**src/rtl/timer_entry_control_pkg.sv**
```systemverilog
// Shared constants, FSM state encoding and the keypad priority encoder for
// the microwave timer keypad-entry path.
package timer_entry_control_pkg;

    localparam int DIGIT_W  = 4;   // bits per BCD digit
    localparam int NUM_KEYS = 10;  // decimal keypad keys 0..9

    typedef logic [DIGIT_W-1:0] bcd_t;

    typedef enum logic [1:0] {
        IDLE        = 2'd0,
        DEB_PRESS   = 2'd1,
        HELD        = 2'd2,
        DEB_RELEASE = 2'd3
    } key_state_e;

    // Index of the highest pressed key; 0 when nothing is pressed.
    function automatic bcd_t highest_key(input logic [NUM_KEYS-1:0] kpad);
        bcd_t code;
        code = '0;
        for (int i = 0; i < NUM_KEYS; i++) begin
            if (kpad[i]) code = bcd_t'(i);
        end
        return code;
    endfunction

endpackage

```
**src/rtl/div_freq_param.sv**
```systemverilog
// Free-running DIV_RATIO divider with synchronous clear. Exposes the level
// the square wave takes after the coming edge so the parent can register it
// alongside its other outputs.
module div_freq_param #(
    parameter int DIV_RATIO = 100
) (
    input  logic clk,
    input  logic rst,
    input  logic clr,
    output logic high_next
);

    localparam int CW = (DIV_RATIO > 2) ? $clog2(DIV_RATIO) : 1;
    localparam logic [CW-1:0] LAST = CW'(DIV_RATIO - 1);
    localparam logic [CW-1:0] HALF = CW'(DIV_RATIO / 2);

    logic [CW-1:0] cnt;
    logic [CW-1:0] cnt_nxt;

    // Next count: held at zero while cleared, otherwise 0..DIV_RATIO-1 wrap.
    always_comb begin
        // NOTE: every always_comb output gets a default first so no path can leave it unassigned and infer a latch.
        cnt_nxt = '0;
        if (!clr) begin
            cnt_nxt = (cnt == LAST) ? '0 : cnt + CW'(1);
        end
        high_next = (cnt_nxt >= HALF);
    end

    // Divider count register.
    always_ff @(posedge clk) begin
        // NOTE: sequential state uses non-blocking assignment so every register samples pre-edge values.
        if (rst) cnt <= '0;
        else     cnt <= cnt_nxt;
    end

endmodule

```
**src/rtl/timer_entry_control.sv**
```systemverilog
// Keypad debounce / BCD entry register / 1 Hz time base for the microwave
// timer. In entry mode CLK_1HZ mirrors the key-accept strobe; in run mode it
// is the divided square wave.
module timer_entry_control
    import timer_entry_control_pkg::*;
#(
    parameter int NUM_DIGITS      = 4,
    parameter int DEBOUNCE_CYCLES = 8,
    parameter int DIV_RATIO       = 100
) (
    input  logic                          CLK_100HZ,
    input  logic                          RST,
    input  logic [NUM_KEYS-1:0]           KPAD,
    input  logic                          EN_N,
    input  logic                          CLR,
    output logic [DIGIT_W-1:0]            D,
    output logic [DIGIT_W*NUM_DIGITS-1:0] DIGITS,
    output logic                          LOAD_N,
    output logic                          CLK_1HZ
);

    localparam int DW = DIGIT_W * NUM_DIGITS;
    localparam logic [7:0] DEB_LIMIT = 8'(DEBOUNCE_CYCLES);

    key_state_e state, state_nxt;
    logic [7:0] cnt, cnt_nxt;
    bcd_t       code_q, code_nxt;
    bcd_t       key_code;
    logic       pressed;
    logic       accept;
    logic       div_high_next;

    logic [DW-1:0] digits_nxt;
    bcd_t          d_nxt;
    logic          load_n_nxt;
    logic          clk_1hz_nxt;

    assign pressed  = |KPAD;
    assign key_code = highest_key(KPAD);

    div_freq_param #(
        .DIV_RATIO (DIV_RATIO)
    ) u_div (
        .clk       (CLK_100HZ),
        .rst       (RST),
        .clr       (~EN_N),
        .high_next (div_high_next)
    );

    // FSM state, debounce counter and latched key code.
    always_ff @(posedge CLK_100HZ) begin
        if (RST) begin
            state  <= IDLE;
            cnt    <= '0;
            code_q <= '0;
        end else begin
            state  <= state_nxt;
            cnt    <= cnt_nxt;
            code_q <= code_nxt;
        end
    end

    // Debounce transitions; a count reaching the limit accepts a press or
    // completes a release.
    always_comb begin
        state_nxt = state;
        cnt_nxt   = cnt;
        code_nxt  = code_q;
        accept    = 1'b0;
        if (EN_N) begin
            state_nxt = IDLE;
            cnt_nxt   = '0;
        end else begin
            unique case (state)
                IDLE: begin
                    if (pressed) begin
                        code_nxt  = key_code;
                        cnt_nxt   = 8'd1;
                        state_nxt = DEB_PRESS;
                    end
                end
                DEB_PRESS: begin
                    if (!pressed) begin
                        state_nxt = IDLE;
                        cnt_nxt   = '0;
                    end else if (key_code != code_q) begin
                        code_nxt = key_code;
                        cnt_nxt  = 8'd1;
                    end else begin
                        cnt_nxt = cnt + 8'd1;
                    end
                end
                HELD: begin
                    if (!pressed) begin
                        cnt_nxt   = 8'd1;
                        state_nxt = DEB_RELEASE;
                    end
                end
                DEB_RELEASE: begin
                    if (pressed) begin
                        state_nxt = HELD;
                        cnt_nxt   = '0;
                    end else begin
                        cnt_nxt = cnt + 8'd1;
                    end
                end
                default: begin
                    state_nxt = IDLE;
                    cnt_nxt   = '0;
                end
            endcase
            if (state_nxt == DEB_PRESS && cnt_nxt == DEB_LIMIT) begin
                accept    = 1'b1;
                state_nxt = HELD;
                cnt_nxt   = '0;
            end else if (state_nxt == DEB_RELEASE && cnt_nxt == DEB_LIMIT) begin
                state_nxt = IDLE;
                cnt_nxt   = '0;
            end
        end
    end

    // Output values for the coming edge; clear beats the shift on collision.
    always_comb begin
        d_nxt       = accept ? code_nxt : D;
        load_n_nxt  = ~accept;
        clk_1hz_nxt = EN_N ? div_high_next : accept;
        digits_nxt  = DIGITS;
        if (CLR)         digits_nxt = '0;
        else if (accept) digits_nxt = (DIGITS << DIGIT_W) | DW'(code_nxt);
    end

    // Registered outputs.
    always_ff @(posedge CLK_100HZ) begin
        if (RST) begin
            D       <= '0;
            DIGITS  <= '0;
            LOAD_N  <= 1'b1;
            CLK_1HZ <= 1'b0;
        end else begin
            D       <= d_nxt;
            DIGITS  <= digits_nxt;
            LOAD_N  <= load_n_nxt;
            CLK_1HZ <= clk_1hz_nxt;
        end
    end

endmodule

```
**config.mk**
```make
export PLATFORM = sky130hd
export DESIGN_NAME = timer_entry_control
export DESIGN_NICKNAME = d
export VERILOG_FILES = /design/src/rtl/timer_entry_control_pkg.sv /design/src/rtl/div_freq_param.sv /design/src/rtl/timer_entry_control.sv
export SDC_FILE = /design/constraint.sdc
export NUM_CORES = 1
export LEC_CHECK = 0
export CAP_MARGIN = 40
export CORE_MARGIN = 2
export CORE_UTILIZATION = 30
export DETAILED_ROUTE_END_ITERATION = 10
export PLACE_DENSITY = 0.56
export REMOVE_ABC_BUFFERS = 1
export SETUP_SLACK_MARGIN = 0.5
export SLEW_MARGIN = 40
export SYNTH_ARGS = -nofsm -noshare
export SYNTH_HDL_FRONTEND = slang
export SYNTH_SLANG_ARGS = --single-unit
```
**constraint.sdc**
```tcl
create_clock -name CLK_100HZ -period 3.3 [get_ports CLK_100HZ]
set_clock_uncertainty 0.2 [all_clocks]
set_input_delay 0.66 -clock CLK_100HZ [delete_from_list [all_inputs] [get_ports CLK_100HZ]]
set_output_delay 0.66 -clock CLK_100HZ [all_outputs]
set_load 0.02 [all_outputs]
```
==> impl_metrics.tcl, run 1 <==
set metrics [dict create \
    die_h_um 92.8 \
    hold_class "flip-flop to flip-flop" \
    yosys_most_used_dff "dfxtp_1" \
    path_cells "buf_8, nor4_4, nand4_1, mux2_4, o2bb2ai_4, a221o_1, or3_4, or4_4, a21oi_2" \
    rsz0062_at_grt "true" \
    clk_path_buf_depth 2 \
    syn_area_per_cell_sq_um 8.57 \
    final_area_sq_um 3370 \
    rows 32 \
    synthesis.area_sq_um 2370 \
    reg2reg_slack_ns 0.45 \
    total_power_w 0.00107 \
    dieArea_sq_um 8610 \
    yosysUniqueCellTypes 58 \
    fmax_ghz 0.333 \
    cp_max_fo 4 \
    wl_um 5950 \
    synthCells 276 \
    r2r-start "cnt[5]$_SDFF_PP0_" \
    maxCapViolCount 0 \
    grt_max_degree 19 \
    cts_htree_levels 2 \
    routedWlPerCell_um 13.2 \
    num_vias 2246 \
    cp_data_required_time_ns 3.35 \
    cts_made_buffers 5 \
    ys_seq_elements 43 \
    place.gp.congestion 0.781 \
    powerDensity_nw_per_um2 317 \
    insertedDiodeCount 0 \
    clock_sinks 43 \
    period_share_pct 91.1 \
    core_area_sq_um 7690 \
    grt.overflow.total 0 \
    via_per_inst 4.99 \
    hpwl_um 4230 \
    period_needed_ns 3.01 \
    slew_headroom_pct 52.6 \
    hold_violations 0 \
    ir_worst_vdd_mv 0.148 \
    ys_seq_area_share_pct 36.4 \
    die_w_um 92.8 \
    cp_top_family "simple AND/OR/NAND/NOR gates" \
    cpPeakStageDelay_ns 0.45 \
    cts_hold_buf 0 \
    yosys_warnings 0 \
    async_flop_share_pct 0 \
    hold_end "D[2]$_SDFFE_PP0P_" \
    port_buffers 35 \
    status "finished clean" \
    clk_pin_slew_ns 0.09 \
    final_nets 363 \
    whs_path_depth 2 \
    ios 36 \
    slowest_stage "or4_4" \
    rr_worst_depth 8 \
    r2r-end "D[3]$_SDFFE_PP0P_" \
    path_class "input pin to flip-flop" \
    ant_nets 0 \
    grt_pass1_wl_um 9800 \
    synth-edff-count 0 \
    area_growth_pct 42.3 \
    start_util_pct 30.8 \
    cts_tree "done" \
    drc_errors 0 \
    dr.first_iter.drc_count 73 \
    critPathBufInv 1 \
    drv_slew 0 \
    cts-root-buf "clkbuf_8" \
    first_pass_iters 5 \
    grt_usage_pct 14.0 \
    cp-end-kind "flip-flop" \
    worst_slew_pin_slew_ns 0.710 \
    clk_latency_ns 0.31 \
    leakagePower_nw 1.15 \
    grt_pass1_vias 2149 \
    hold_start "D[2]$_SDFFE_PP0P_" \
    antenna_found_initial 0 \
    start_kind "input pin" \
    crit_arrival_ns 3.05 \
    drive_above_1_share_pct 28.2 \
    setup_viol 0 \
    place_area_sq_um 2990 \
]
==> cells in the mapped netlist, drive strengths merged, types with 2 or more instances <==
| cell type | count | area (sq um) |
|---|---|---|
| clkbuf | 10 | 67.6 |
| ha | 2 | 25.0 |
| nand3b | 3 | 22.5 |
| a21oi | 12 | 60.1 |
| and3b | 2 | 17.5 |
| buf | 4 | 33.8 |
| and2 | 3 | 18.8 |
| nand4 | 5 | 31.3 |
| o31ai | 4 | 35.0 |
| a31oi | 4 | 31.3 |
| or3 | 2 | 18.8 |
| nor2 | 30 | 113 |
| mux2i | 16 | 160 |
| xor2 | 2 | 17.5 |
| xnor2 | 6 | 60.1 |
| and3 | 2 | 13.8 |
| inv | 6 | 22.5 |
| dfxtp | 43 | 861 |
| nand2b | 9 | 56.3 |
| a211oi | 7 | 52.6 |
| a41oi | 3 | 26.3 |
| or2 | 6 | 37.5 |
| and4 | 2 | 17.5 |
| nand2 | 34 | 128 |
| nor4 | 8 | 80.1 |
| nor3 | 5 | 25.0 |
| o21ai | 10 | 50.0 |
| nor2b | 2 | 12.5 |
| a311oi | 6 | 52.6 |
| o21bai | 2 | 15.0 |
| nand3 | 9 | 45.0 |
==> repair_timing <==
item / CTS / global route
pin swaps: 14 / 8
endpoints found under the setup margin: 29 / 29
setup buffers: 7 / 4
resized for setup: 60 / 11
cloned: 1 / 0
hold endpoints to repair: 0 / 0
==> cell type report <==
cell class              count  area [sq um]
inverters                   6          22.5
flip-flops and latches     43           861
well taps                 102           128
clock buffers               5          68.8
fillers                   780          4320
repair buffers             78           712
clock inverters             3          47.5
multi-input cells         213          1530
==> placed cells by master, fill, tap and decap left out, types with 3 or more instances in the layout <==
cell / Yosys / layout
nand4_1: 5 / 5
nor2_1: 30 / 27
dlygate4sd2_1: 0 / 3
nand3_1: 9 / 8
mux2i_1: 16 / 15
clkdlybuf4s50_1: 0 / 25
o21ai_0: 9 / 8
inv_1: 6 / 6
xnor2_1: 5 / 5
buf_2: 0 / 3
a21oi_2: 0 / 3
a311oi_1: 6 / 5
buf_4: 1 / 37
nand2_1: 34 / 32
a211oi_1: 7 / 6
dfxtp_1: 43 / 43
nor4_4: 2 / 3
nor2_2: 0 / 3
nand2b_1: 9 / 7
nor4_1: 6 / 5
or2_2: 6 / 5
a21oi_1: 12 / 9
nand3b_1: 3 / 3
a31oi_1: 3 / 3
buf_6: 2 / 4
clkbuf_8: 3 / 5
nor3_1: 5 / 4
a41oi_1: 3 / 3
==> sequential cells by signal, summed over array words and instances (netlist names) <==
register and flops:
code_q 4, D 4, u_div.cnt 7, CLK_1HZ 1
cnt 8, LOAD_N 1, DIGITS 16, state 2
==> worst register-to-register path: cells and delay by family, from the launching register on <==
kind,cells,cell delay (ns)
simple gates,4,1.29
xor+xnor,1,0.13
compound gates,3,0.65
flops,1,0.51
==> where the power goes <==
part	switching, W	internal [W]
clock network	0.000200	0.000230
registers	0.00000722	0.000524
logic	0.0000545	0.0000502
==> metal layers <==
layer,vias to the layer above,GRT usage [%],part of all wire (%)
li1,1149,-,-
met1,1058,18.2,48
met2,35,23.2,48
met3,4,3.25,3.6
met4,0,3.92,0.96
met5,-,0,0
==> through the flow <==
| step | hold slack, ns | setup slack (ns) | TNS (ns) | instances | utilization [%] |
|---|---|---|---|---|---|
| 2_1_floorplan | 0.230 | -0.147 | -2.20 | 262 | - |
| 3_3_place_gp | 0.245 | -0.389 | -8.23 | 430 | 38.9 |
| 3_5_place_dp | 0.248 | -0.442 | -10.44 | 430 | 38.9 |
| 4_1_cts | 0.264 | 0.328 | 0 | 446 | 42.9 |
| 5_1_grt | 0.285 | 0.189 | 0 | 450 | 43.8 |
| 6_report | 0.260 | 0.293 | 0 | 450 | 43.8 |
==> logic make-up after synthesis <==
logic type                 synth area share [%]
and+or+nand+nor                            28.0
AOI/OAI and AO/OA                          18.7
DFF                                        36.4
buffers and inverters                      5.24
muxes                                      7.40
xor gates and xnor gates                   3.28
adders and majority gates                  1.06
==> how the worst max path moves through the flow <==
stage                                   end    start  depth (start not counted)
global route         DIGITS[5]$_SDFFE_PP0P_  KPAD[4]                         11
detailed placement   DIGITS[3]$_SDFFE_PP0P_  KPAD[5]                          9
CTS                 DIGITS[13]$_SDFFE_PP0P_  KPAD[6]                         10
global placement          D[3]$_SDFFE_PP0P_  KPAD[5]                          9
floorplan            DIGITS[0]$_SDFFE_PP0P_  KPAD[5]                          8
finish                    D[3]$_SDFFE_PP0P_  KPAD[4]                          9
Power figures use the tool's default switching activity.
==> inputs of run 2 (changes only) <==
- PLACE_DENSITY: 0.56 -> unset
- PLACE_DENSITY_LB_ADDON: unset -> 0.1
==> run 2 against run 1 <==
Global-route usage is 0.99 points higher; sequential power about the same; design area grew 4.2%; count of clock-buffer cells in the layout unchanged; non-clock buffer count increased by 10; wire length grew 6.5%; sequential share of layout area shrank 1.0 points; total power up 9.3%; critical path depth is 3 higher; flip-flop and latch count is the same; via count increased by 1.9%; first-iteration DRC count down 5.5%.
==> impl_metrics.tcl, run 2 (synthesis results as in run 1) <==
set metrics [dict create \
    routedWlPerCell_um 13.8 \
    insertedDiodeCount 0 \
    cts_made_buffers 5 \
    drc_errors 0 \
    grt_usage_pct 15.0 \
    drive_above_1_share_pct 32.4 \
    cp-end-kind "flip-flop" \
    cpPeakStageDelay_ns 0.36 \
    powerDensity_nw_per_um2 332 \
    place.gp.congestion 0.768 \
    path_cells "buf_8, nor4_4, nand4_1, mux2_4, o2bb2ai_4, a221o_1, buf_6, a21o_4, nor4_4, buf_4, buf_12, mux2i_1" \
    final_nets 373 \
    clk_path_buf_depth 2 \
    area_growth_pct 48.3 \
    first_pass_iters 4 \
    cp_max_fo 8 \
    port_buffers 35 \
    setup_viol 0 \
    dieArea_sq_um 8610 \
    drv_slew 0 \
    rows 32 \
    regArea_sq_um 861 \
    leakagePower_nw 1.22 \
    clk_latency_ns 0.30 \
    grt_pass1_wl_um 10500 \
    crit_arrival_ns 3.06 \
    layout_commonest_cell "buf_4" \
    num-fill-cells 755 \
    largest_reg_flops 16 \
    post-place-cells 433 \
    clock_sinks 43 \
    hold_violations 0 \
    dp_slack_ns -0.455 \
    cts-root-buf "clkbuf_8" \
    wl_um 6340 \
    hpwl_um 4360 \
    ant_nets 0 \
    multiInputGateArea_sq_um 1570 \
    mostFrequentLayoutCells "45 x buf_4, 43 x dfxtp_1, 31 x nand2_1" \
    start_util_pct 30.8 \
    cts_hold_buf 0 \
    top_regs "DIGITS x16, cnt x8, u_div.cnt x7" \
    final_cells 460 \
    grt_max_degree 19 \
    fin_ws_ns 0.273 \
    total_power_w 0.00116 \
    cp_data_required_time_ns 3.33 \
    grt_pass1_vias 2174 \
    cts_htree_levels 2 \
    maxCapViolCount 0 \
    path_common_cell "nor4_4" \
    period_share_pct 91.7 \
    hold_class "flip-flop to flip-flop" \
    die_w_um 92.8 \
    dr.first_iter.drc_count 69 \
    via_per_inst 4.97 \
    period_needed_ns 3.03 \
    fmax_ghz 0.330 \
    core_area_sq_um 7690 \
    rsz0062_at_grt "true" \
    start_kind "input pin" \
    cts_tree "done" \
    grt.overflow.total 0 \
    ir_worst_vdd_mv 0.183 \
    die_h_um 92.8 \
    slew_headroom_pct 54.2 \
    path_class "input pin to flip-flop" \
    worst_slew_pin_slew_ns 0.686 \
    regMostFlops "DIGITS" \
    slowest_stage "mux2_4" \
    status "finished clean" \
    ios 36 \
    antenna_found_initial 0 \
    num_vias 2288 \
    holdWs_ns 0.258 \
    clk_pin_slew_ns 0.09 \
]
-- run 2: cell types whose count changed in the layout (fill, tap and decap cells not counted), moves of 2 or more --
| cell | before | now |
|---|---|---|
| nor2_1 | 27 | 24 |
| buf_6 | 4 | 6 |
| buf_4 | 37 | 45 |
| nor2_2 | 3 | 6 |
| dlygate4sd2_1 | 3 | 1 |
| clkbuf_2 | 0 | 2 |
-- run 2: what timing repair did --
item | 4_1_cts | 5_1_grt
setup buffers | 10 | 8
gates resized for setup | 61 | 25
pin swaps | 15 | 9
setup endpoints to repair | 29 | 29
cloned | 1 | 0
-- run 2: worst max-delay path, delay by kind of cell --
family / cells / cell delay [ns]
muxes: 2 / 0.54
AOI/OAI and AO/OA: 3 / 0.61
buffers and inverters: 4 / 0.53
and+or+nand+nor: 3 / 0.71
-- run 2: report_power, final --
| part | internal (W) | switching (W) | total (W) |
|---|---|---|---|
| registers | 0.000524 | 0.00000695 | 0.000531 |
| logic | 0.0000569 | 0.0000575 | 0.000114 |
| clock network | 0.000308 | 0.000212 | 0.000519 |
-- run 2: cell type report --
cell class / count / share of cell area, %
multi-input cells: 213 / 44.6
flip-flops and latches: 43 / 24.5
well taps: 102 / 3.64
clock inverters: 3 / 2.03
repair buffers: 88 / 22.6
inverters: 6 / 0.642
clock buffers: 5 / 1.96
-- run 2: worst paths after layout --
kind / start / endpoint / slack, ns / depth (start not counted)
hold / removal: DIGITS[12]$_SDFFE_PP0P_ / DIGITS[12]$_SDFFE_PP0P_ / 0.26 / 2
setup / recovery: KPAD[4] / DIGITS[14]$_SDFFE_PP0P_ / 0.27 / 12
hold reg to reg: DIGITS[12]$_SDFFE_PP0P_ / DIGITS[12]$_SDFFE_PP0P_ / 0.26 / 2
setup reg to reg: cnt[4]$_SDFF_PP0_ / DIGITS[14]$_SDFFE_PP0P_ / 0.43 / 11
-- run 2: per-layer routing --
layer / share of wire, % / GRT usage (%) / wire length, um / vias to the layer above
met5: 0 / 0 / 0 / -
met4: 1.5 / 3.43 / 93 / 0
met3: 4.2 / 3.42 / 269 / 8
met2: 47 / 24.6 / 3010 / 57
met1: 47 / 20.1 / 2960 / 1055
li1: - / - / - / 1168
-- run 2: per-stage QoR --
| stage | instance area [sq um] | util [%] | TNS, ns |
|---|---|---|---|
| after floorplan | 2260 | - | -2.20 |
| after global placement | 3010 | 39.2 | -8.96 |
| after detailed placement | 3010 | 39.2 | -9.89 |
| after CTS | 3390 | 44.1 | 0 |
| after global routing | 3510 | 45.6 | 0 |
| final | 3510 | 45.6 | 0 |
